==> config.mk <==
export PLATFORM = sky130hd
export DESIGN_NAME = vga_fb_arbiter
export DESIGN_NICKNAME = d
export VERILOG_FILES = /design/src/rtl/vga_fb_pkg.sv /design/src/rtl/vga_fb_scan_addr.sv /design/src/rtl/vga_fb_arbiter.sv
export SDC_FILE = /design/constraint.sdc
export NUM_CORES = 1
export LEC_CHECK = 0
export ABC_AREA = 1
export CORE_AREA = 2 2 115 89
export CTS_CLUSTER_SIZE = 25
export DETAILED_ROUTE_END_ITERATION = 12
export DIE_AREA = 0 0 117 91
export GPL_ROUTABILITY_DRIVEN = 0
export GPL_TIMING_DRIVEN = 0
export PLACE_DENSITY_LB_ADDON = 0.12
export SYNTH_ARGS = -nofsm -noshare
export SYNTH_HDL_FRONTEND = slang
export SYNTH_SLANG_ARGS = --single-unit
==> constraint.sdc <==
create_clock -name clk -period 4.45 [get_ports clk]
set_clock_uncertainty 0.05 [all_clocks]
set_input_delay 0.89 -clock clk [delete_from_list [all_inputs] [get_ports clk]]
set_output_delay 0.89 -clock clk [all_outputs]
set_load 0.005 [all_outputs]
==> src/rtl/vga_fb_pkg.sv <==
// Shared constants and grant encoding for the VGA frame-buffer arbiter.
// Covers the 640x480 RGB444 timing.
`timescale 1ns/1ps
package vga_fb_pkg;

    localparam int H_START  = 144;
    localparam int V_START  = 35;
    localparam int H_ACTIVE = 640;
    localparam int V_ACTIVE = 480;
    localparam int FB_DEPTH = H_ACTIVE * V_ACTIVE;

    typedef enum logic [1:0] {
        GNT_NONE = 2'd0,
        GNT_SCAN = 2'd1,
        GNT_W0   = 2'd2,
        GNT_W1   = 2'd3
    } gnt_e;

endpackage

==> src/rtl/vga_fb_scan_addr.sv <==
// Scan-out side: active-window decode, linear read address counter and the
// blanked pixel output register.
`timescale 1ns/1ps
module vga_fb_scan_addr #(
    parameter int H_START  = vga_fb_pkg::H_START,
    parameter int V_START  = vga_fb_pkg::V_START,
    parameter int H_ACTIVE = vga_fb_pkg::H_ACTIVE,
    parameter int V_ACTIVE = vga_fb_pkg::V_ACTIVE,
    parameter int ADDR_W   = 19,
    parameter int DATA_W   = 12
) (
    input  logic              clk,
    input  logic              reset,
    input  logic              pix_en,
    input  logic [15:0]       h_count,
    input  logic [15:0]       v_count,
    input  logic [DATA_W-1:0] mem_rdata,
    output logic              scan_req,
    output logic [ADDR_W-1:0] scan_addr,
    output logic [DATA_W-1:0] pix_data
);

    // Reads run one pixel ahead of the visible window to cover RAM latency.
    localparam logic [15:0] H_PRE_FIRST = 16'(H_START - 1);
    localparam logic [15:0] H_PRE_LAST  = 16'(H_START + H_ACTIVE - 2);
    localparam logic [15:0] H_ACT_FIRST = 16'(H_START);
    localparam logic [15:0] H_ACT_LAST  = 16'(H_START + H_ACTIVE - 1);
    localparam logic [15:0] V_FIRST     = 16'(V_START);
    localparam logic [15:0] V_LAST      = 16'(V_START + V_ACTIVE - 1);

    logic v_act;
    logic h_pre;
    logic h_act;
    logic rd_vld_p0;

    assign v_act    = (v_count >= V_FIRST) && (v_count <= V_LAST);
    assign h_pre    = (h_count >= H_PRE_FIRST) && (h_count <= H_PRE_LAST);
    assign h_act    = (h_count >= H_ACT_FIRST) && (h_count <= H_ACT_LAST);
    assign scan_req = pix_en && v_act && h_pre;

    always_ff @(posedge clk) begin
        if (reset) begin
            scan_addr <= '0;
        end else if (pix_en && (v_count < V_FIRST)) begin
            scan_addr <= '0;
        end else if (scan_req) begin
            scan_addr <= scan_addr + ADDR_W'(1);
        end
    end

    // Stage p0: read issued last cycle, RAM data present this cycle.
    always_ff @(posedge clk) begin
        if (reset) begin
            rd_vld_p0 <= 1'b0;
            pix_data  <= '0;
        end else begin
            rd_vld_p0 <= scan_req;
            if (pix_en && !(v_act && h_act)) begin
                pix_data <= '0;
            end else if (rd_vld_p0) begin
                pix_data <= mem_rdata;
            end
        end
    end

endmodule

==> src/rtl/vga_fb_arbiter.sv <==
// Single-port frame-buffer arbiter: scan-out has fixed priority, two pixel
// writers share the remaining cycles round-robin.
`timescale 1ns/1ps
module vga_fb_arbiter
    import vga_fb_pkg::*;
#(
    parameter int H_START  = vga_fb_pkg::H_START,
    parameter int V_START  = vga_fb_pkg::V_START,
    parameter int H_ACTIVE = vga_fb_pkg::H_ACTIVE,
    parameter int V_ACTIVE = vga_fb_pkg::V_ACTIVE,
    parameter int ADDR_W   = 19,
    parameter int DATA_W   = 12
) (
    input  logic              clk,
    input  logic              reset,
    input  logic              pix_en,
    input  logic [15:0]       h_count,
    input  logic [15:0]       v_count,
    input  logic              wr0_valid,
    input  logic [ADDR_W-1:0] wr0_addr,
    input  logic [DATA_W-1:0] wr0_data,
    output logic              wr0_ready,
    input  logic              wr1_valid,
    input  logic [ADDR_W-1:0] wr1_addr,
    input  logic [DATA_W-1:0] wr1_data,
    output logic              wr1_ready,
    output logic              mem_en,
    output logic              mem_we,
    output logic [ADDR_W-1:0] mem_addr,
    output logic [DATA_W-1:0] mem_wdata,
    input  logic [DATA_W-1:0] mem_rdata,
    output logic [DATA_W-1:0] pix_data,
    output logic              wr_oob
);

    localparam int FB_LIMIT = H_ACTIVE * V_ACTIVE;

    gnt_e              gnt;
    logic              scan_req;
    logic [ADDR_W-1:0] scan_addr;
    logic              prefer_w1;
    logic              wr0_oob;
    logic              wr1_oob;
    logic [ADDR_W-1:0] addr_hold_p0;
    logic [DATA_W-1:0] wdata_hold_p0;

    vga_fb_scan_addr #(
        .H_START  (H_START),
        .V_START  (V_START),
        .H_ACTIVE (H_ACTIVE),
        .V_ACTIVE (V_ACTIVE),
        .ADDR_W   (ADDR_W),
        .DATA_W   (DATA_W)
    ) u_scan (
        .clk       (clk),
        .reset     (reset),
        .pix_en    (pix_en),
        .h_count   (h_count),
        .v_count   (v_count),
        .mem_rdata (mem_rdata),
        .scan_req  (scan_req),
        .scan_addr (scan_addr),
        .pix_data  (pix_data)
    );

    assign wr0_oob = (32'(wr0_addr) >= FB_LIMIT);
    assign wr1_oob = (32'(wr1_addr) >= FB_LIMIT);

    always_comb begin
        gnt = GNT_NONE;
        if (!reset) begin
            if (scan_req) begin
                gnt = GNT_SCAN;
            end else if (wr0_valid && wr1_valid) begin
                gnt = prefer_w1 ? GNT_W1 : GNT_W0;
            end else if (wr0_valid) begin
                gnt = GNT_W0;
            end else if (wr1_valid) begin
                gnt = GNT_W1;
            end
        end
    end

    // Out-of-range writes are granted and consumed but never reach the RAM.
    always_comb begin
        wr0_ready = (gnt == GNT_W0);
        wr1_ready = (gnt == GNT_W1);
        mem_en    = 1'b0;
        mem_we    = 1'b0;
        mem_addr  = addr_hold_p0;
        mem_wdata = wdata_hold_p0;
        case (gnt)
            GNT_SCAN: begin
                mem_en   = 1'b1;
                mem_addr = scan_addr;
            end
            GNT_W0: begin
                if (!wr0_oob) begin
                    mem_en    = 1'b1;
                    mem_we    = 1'b1;
                    mem_addr  = wr0_addr;
                    mem_wdata = wr0_data;
                end
            end
            GNT_W1: begin
                if (!wr1_oob) begin
                    mem_en    = 1'b1;
                    mem_we    = 1'b1;
                    mem_addr  = wr1_addr;
                    mem_wdata = wr1_data;
                end
            end
            default: ;
        endcase
    end

    // Stage p0: remembered RAM address/data so idle cycles hold the bus.
    always_ff @(posedge clk) begin
        if (reset) begin
            prefer_w1     <= 1'b0;
            wr_oob        <= 1'b0;
            addr_hold_p0  <= '0;
            wdata_hold_p0 <= '0;
        end else begin
            addr_hold_p0  <= mem_addr;
            wdata_hold_p0 <= mem_wdata;
            if (gnt == GNT_W0) begin
                prefer_w1 <= 1'b1;
            end else if (gnt == GNT_W1) begin
                prefer_w1 <= 1'b0;
            end
            if (((gnt == GNT_W0) && wr0_oob) || ((gnt == GNT_W1) && wr1_oob)) begin
                wr_oob <= 1'b1;
            end
        end
    end

endmodule

# ---- After elaboration in Yosys (flattened, before gate mapping)
# Index checks and enable logic that the tools add are counted.
dict set report word_totals {
  reg_bits 65
  in_bits 111
  out_inout_bits 48
  wordCells 54
}
dict set report op_classes {
  n_addsub 1
  magnitude_cmp 9
  n_eq_ne 3
  muxes 18
  reduce_logical 16
}
# op count
set ops {}
lappend ops {{19-bit case mux with 3 select lines} 1}
lappend ops {{16-bit by 10-bit less-or-equal comparator with 1-bit output, second input constant} 3}
lappend ops {{19-bit greater-or-equal comparator, second input constant} 2}
lappend ops {{19-bit 2-to-1 mux} 2}
lappend ops {{16-bit by 8-bit greater-or-equal comparator with 1-bit output, second input constant} 2}
lappend ops {{12-bit 2-to-1 mux} 2}
lappend ops {{12-bit case mux with 2 select lines} 1}
lappend ops {{19-bit by 1-bit adder with 19-bit output, second input constant} 1}
lappend ops {{16-bit by 6-bit greater-or-equal comparator with 1-bit output, second input constant} 1}
lappend ops {{16-bit by 6-bit less-than comparator with 1-bit output, second input constant} 1}
lappend ops {{1-bit logical AND} 11}
lappend ops {{2-bit 2-to-1 mux} 5}
lappend ops {{1-bit 2-to-1 mux} 5}
lappend ops {{2-bit equality test, second input constant} 2}
lappend ops {{2-bit OR reduction} 2}
lappend ops {{1-bit case mux with 3 select lines} 1}
lappend ops {{2-bit by 1-bit equality test with 1-bit output, second input constant} 1}
lappend ops {{1-bit case mux with 2 select lines} 1}
lappend ops {{2-bit nonzero test} 1}
lappend ops {{1-bit zero test} 1}
lappend ops {{1-bit logical OR} 1}

# ---- Depth between registers and ports, before layout
dict set report depth {
  word_depth 9
  mapped_depth 15
  ltp_nobuf 14
}

# ---- Modules after synthesis
# Synthesis repeated with hierarchy kept, for this count alone.
dict set report hier_totals {
  cells_unflattened 655
  hier_area_um2 3951.3
}
# module instances cells_each area_each_um2 seq_area_each_um2
set by_module_without_submodules {}
lappend by_module_without_submodules {vga_fb_arbiter 1 363 2139.6 660.6}
lappend by_module_without_submodules {vga_fb_scan_addr 1 292 1811.7 640.6}

# ---- Worst setup path before layout
# No wires, ideal clock.
dict set report synth_timing {
  kind {input to output}
  start {input v_count[14]}
  end {output mem_addr[11]}
  t_arrival_ps 2218
  required_time_ps 3510
  setup_slack_ps 1292
  path_stages 11
  n_path_buf 1
  path_cell_list {or2_1 > nor2_4 > nand2_2 > nor2_4 > nand3_4 > nand2_8 > nand3_4 > buf_12 > nor2_4 > nor2_4 > inv_2}
}
dict set report synth_via {
  elab_chain_cells 8
  word_cells_on_any_way 11
  classes_between {order compare: 2; eq/ne: 3; mux: 3; reduce/logical: 3}
}
# item line
set synth_rtl {}
lappend synth_rtl {{start: declaration} vga_fb_arbiter.sv:18} ;# input logic [15:0] v_count,
lappend synth_rtl {{16-bit by 6-bit greater-or-equal comparator with 1-bit output or 16-bit by 10-bit less-or-equal comparator with 1-bit output (tied branches)} vga_fb_scan_addr.sv:36} ;# assign v_act = (v_count >= V_FIRST) && (v_count <= V_LAST);
lappend synth_rtl {{1-bit logical AND (*)} vga_fb_scan_addr.sv:36}
lappend synth_rtl {{1-bit logical AND (*) (2 in series)} vga_fb_scan_addr.sv:39} ;# assign scan_req = pix_en && v_act && h_pre;
lappend synth_rtl {{2-bit 2-to-1 mux (*)} vga_fb_arbiter.sv:72} ;# if (scan_req) begin
lappend synth_rtl {{2-bit 2-to-1 mux (*)} vga_fb_arbiter.sv:71} ;# if (!reset) begin
lappend synth_rtl {{2-bit equality test or 2-bit by 1-bit equality test with 1-bit output (tied branches)} vga_fb_arbiter.sv:92} ;# case (gnt)
lappend synth_rtl {{19-bit case mux with 3 select lines (*)} vga_fb_arbiter.sv:92}
lappend synth_rtl {{end: declaration} vga_fb_arbiter.sv:29} ;# output logic [ADDR_W-1:0] mem_addr,
# Mark *: on every way between the ends. The rest lies on a longest branch, timed or not.

# ---- Worst setup path in the final report
dict set report layout_timing {
  start {input v_count[4]}
  end {output mem_addr[11]}
}
# Same word-level chain as after synthesis.

==> metrics.md <==
| Metric | Value |
|---|---|
| Port-buffer cells | `approximately 160` |
| Synth Warn # | `0` |
| EDFF count, synth | `0` |
| PwrDens | `259 nW/um^2` |
| Synth top cells by count | `214 x nand2_1, 96 x inv_1, 82 x nor2_1, 65 x dfxtp_1, 65 x o21ai_0` |
| TritonRoute pass-1 iters | `7` |
| Synth cell types | `34` |
| Initial core utilization | `0.503` |
| Post-synthesis compound-gate area fraction | `0.0945` |
| Worst hold path class | `register to register` |
| CP endpoint kind | `primary output` |
| Synth area leaders | `dfxtp_1 27%, nand2_1 17%, inv_1 7.5%, o21ai_0 6.8%, nor2_1 6.4%` |
| Clock transition at path regs | `roughly 0.06 ns` |
| Syn_area_per_cell | `6.18 sq um` |
| WS Path Type | `primary input to primary output` |
| Adder-Cell Fraction of Synth Area | `0.00262` |
| Final instance count without filler cells | `1095` |
| DR top layer | `met4` |
| Yosys reg bits | `65` |
| Final hold viol count | `0` |
| Synth top area share | `0.272` |
| Placed cell count | `roughly 1100` |
| Syn Nets | `between 800 and 900` |
| Largest net degree at the start of global routing | `14` |
| H-tree depth | `3` |
| Maximum vdd drop | `around 0.17 mV` |
| Vias in the first global route | `5539` |
| DPL Wire Length | `about 12000 microns` |
| WL final | `between 15000 and 20000 microns` |
| Synthesized area | `4780 sq um` |
| Largest family of logic cells by synthesized area | `simple AND/OR/NAND/NOR gates` |
| DIE AREA | `approximately 11000 sq um` |
| Skew-Pair Late Insertion Delay | `roughly 0.33 ns` |
| Startpoint Class | `primary input` |
| Overall power | `~0.0018 W` |
| Global-route wire length before repair | `25500 microns` |
| Minimum clock period | `~4.3 ns` |
| Total GRT Usage | `0.298` |
| XOR/XNOR Fraction of Synth Area | `0.0183` |
| Simple-Gate Fraction of Synth Area | `0.463` |
| Post-synthesis mux area share | `0.0251` |
| Setup TNS | `0 ns` |
| DIE WIDTH | `between 100 and 150 microns` |
| Seq/Total Area, Yosys | `0.272` |
| Rel. slew slack | `0.472` |
| Critical path fanouts, max | `7` |
| Synth Flop Type | `dfxtp_1` |
| CTS Sinks | `65` |
| Slew @ Worst Pin | `slightly below 0.8 ns` |
| Worst path required time | `about 3.5 ns` |
| Die Ht | `91 microns` |
| Initial antenna violation count | `0` |
| DP Area | `6520 sq um` |
| Post-CTS Hold Buffers | `0` |
| Finished Cell Area | `7080 sq um` |
| Cells after Synth | `between 700 and 800` |
| Vias per cell | `roughly 5.4` |
| Critical Path AT | `about 3.4 ns` |
| Num CTS Buffers | `9` |
| Top-level I/O count | `159` |
| Fmax | `approximately 0.23 GHz` |
| ANT nets after route | `0` |
| Met3 wire len | `roughly 1600 microns` |
| Slowest stage cell, crit path | `clkdlybuf4s50_1` |
| Antenna diode count | `0` |
| Area grow syn2layout | `48.2%` |
| Wl on met1 | `6370 microns` |
| Num rows | `31` |
| Clk buf depth | `2` |
| Ys async rst share | `0` |
| Final setup vio count | `0` |
| Routed length on met2 | `between 7000 and 8000 microns` |
| Drt first-iter violations | `around 570` |
| Unrepaired setup endpoints after global routing | `yes` |
| Most area-hungry cell type in the Yosys netlist | `dfxtp_1` |
| Cell Chain, Critical Path | `clkdlybuf4s50_1 > inv_1 > nand2_1 > nor2_2 > nand2_2 > nand2_2 > nand2_2 > nor2_4 > nand3_4 > nand2_8 > nand3_4 > clkbuf_16 > nor2_4 > nor2_4 > inv_2 > clkdlybuf4s50_1` |
| Via count | `just under 6000` |
| Max cap viols | `0` |
| Core area | `approximately 9500 sq um` |
| NumNets Final | `1070` |
| TritonCTS clock tree | `built` |
| GRT overflow | `0` |
| Dpl ws | `between 0.01 and 0.015 ns` |
| Status | `completed` |
| DRC viols | `0` |
| Final period util | `0.976` |
| Clock root cell | `clkbuf_16` |
| Slew Limit Fails | `0` |
| Routed len/inst | `between 10 and 15 microns` |
| Setup ws final | `0.105 ns` |
| Leakage | `between 3 and 4 nW` |
| Max incr delay on CP | `slightly below 0.5 ns` |
| Fraction of layout cells with a size suffix above 1 | `0.129` |
| Most frequent cell after synthesis | `nand2_1` |
## cell usage in the layout, fill, tap and decap left out, types with 6 or more instances in the layout
master | synthesis | routed
dfxtp_1 | 65 | 65
inv_1 | 96 | 96
nor2_1 | 82 | 78
nor2_2 | 13 | 17
buf_4 | 3 | 14
a21oi_1 | 18 | 18
clkbuf_16 | 0 | 10
nand3_1 | 41 | 41
buf_2 | 8 | 9
nand3_2 | 9 | 8
dlymetal6s2s_1 | 0 | 14
clkdlybuf4s50_1 | 0 | 143
nand4_1 | 44 | 44
o21ai_0 | 65 | 65
mux2i_1 | 12 | 12
nand2_1 | 214 | 211
nor3_1 | 13 | 13
nor2_4 | 24 | 24
clkbuf_2 | 0 | 6
clkbuf_1 | 25 | 18
inv_2 | 13 | 13
## per-layer routing
metal	global-route usage	up-vias
li1	-	2831
met1	0.374	2680
met2	0.515	347
met3	0.0487	57
met4	0.103	0
met5	0	-
## metrics by stage
| step | util | hold WS (ns) |
|---|---|---|
| 2_1_floorplan | - | 0.409 |
| 3_3_place_gp | 0.686 | 0.424 |
| 3_5_place_dp | 0.686 | 0.435 |
| 4_1_cts | 0.720 | 0.447 |
| 5_1_grt | 0.745 | 0.480 |
| 6_report | 0.745 | 0.452 |
## flip-flops by register name, indices dropped and copies added, names as in the netlist
name	count
addr_hold_p0	19
prefer_w1	1
wdata_hold_p0	12
wr_oob	1
u_scan.scan_addr	19
u_scan.pix_data	12
u_scan.rd_vld_p0	1
## area by class of cell
type | instances | area [sq um]
multi-input combinational | 561 | 2910
fill | 747 | 2420
timing repair buffer | 174 | 1780
sequential | 65 | 1300
inverter | 110 | 413
clock buffer | 9 | 225
buffer | 37 | 185
tap | 132 | 165
clock inverter | 7 | 103
## repair_timing
action                     in CTS  in global routing
cloned                          0                  1
pin swaps                       0                  7
buffers inserted                0                 16
gates resized for setup         1                 37
setup endpoints to repair       1                 32
## final timing paths
check / start / end / slack [ns] / depth (start not counted)
setup reg to reg: prefer_w1 / addr_hold_p0[13] / 2.43 / 9
hold / removal: prefer_w1 / prefer_w1 / 0.45 / 2
setup / recovery: v_count[4] / mem_addr[11] / 0.11 / 16
hold reg to reg: prefer_w1 / prefer_w1 / 0.45 / 2
## critical path, delay by kind of cell
kind / cells / cell delay, ns
and+or+nand+nor: 11 / 1.23
buffers and inverters: 5 / 1.27
## cells by family after synthesis
kind of cell / count (synthesis)
adder cells (fa/ha/maj): 1
flip-flops: 65
multiplexers: 12
buffers and inverters: 148
AO/OA/AOI/OAI: 88
XOR/XNOR: 10
AND/OR/NAND/NOR: 450
## power by group
group	total, W	internal, W	leakage, nW	switching [W]
Clock	0.000786	0.000496	0.157	0.000290
Sequential	0.000606	0.000600	0.527	0.00000669
Combinational	0.000441	0.000223	2.52	0.000218
Total	0.00183	0.00132	3.21	0.000515
(Power assumes the default switching activity.)
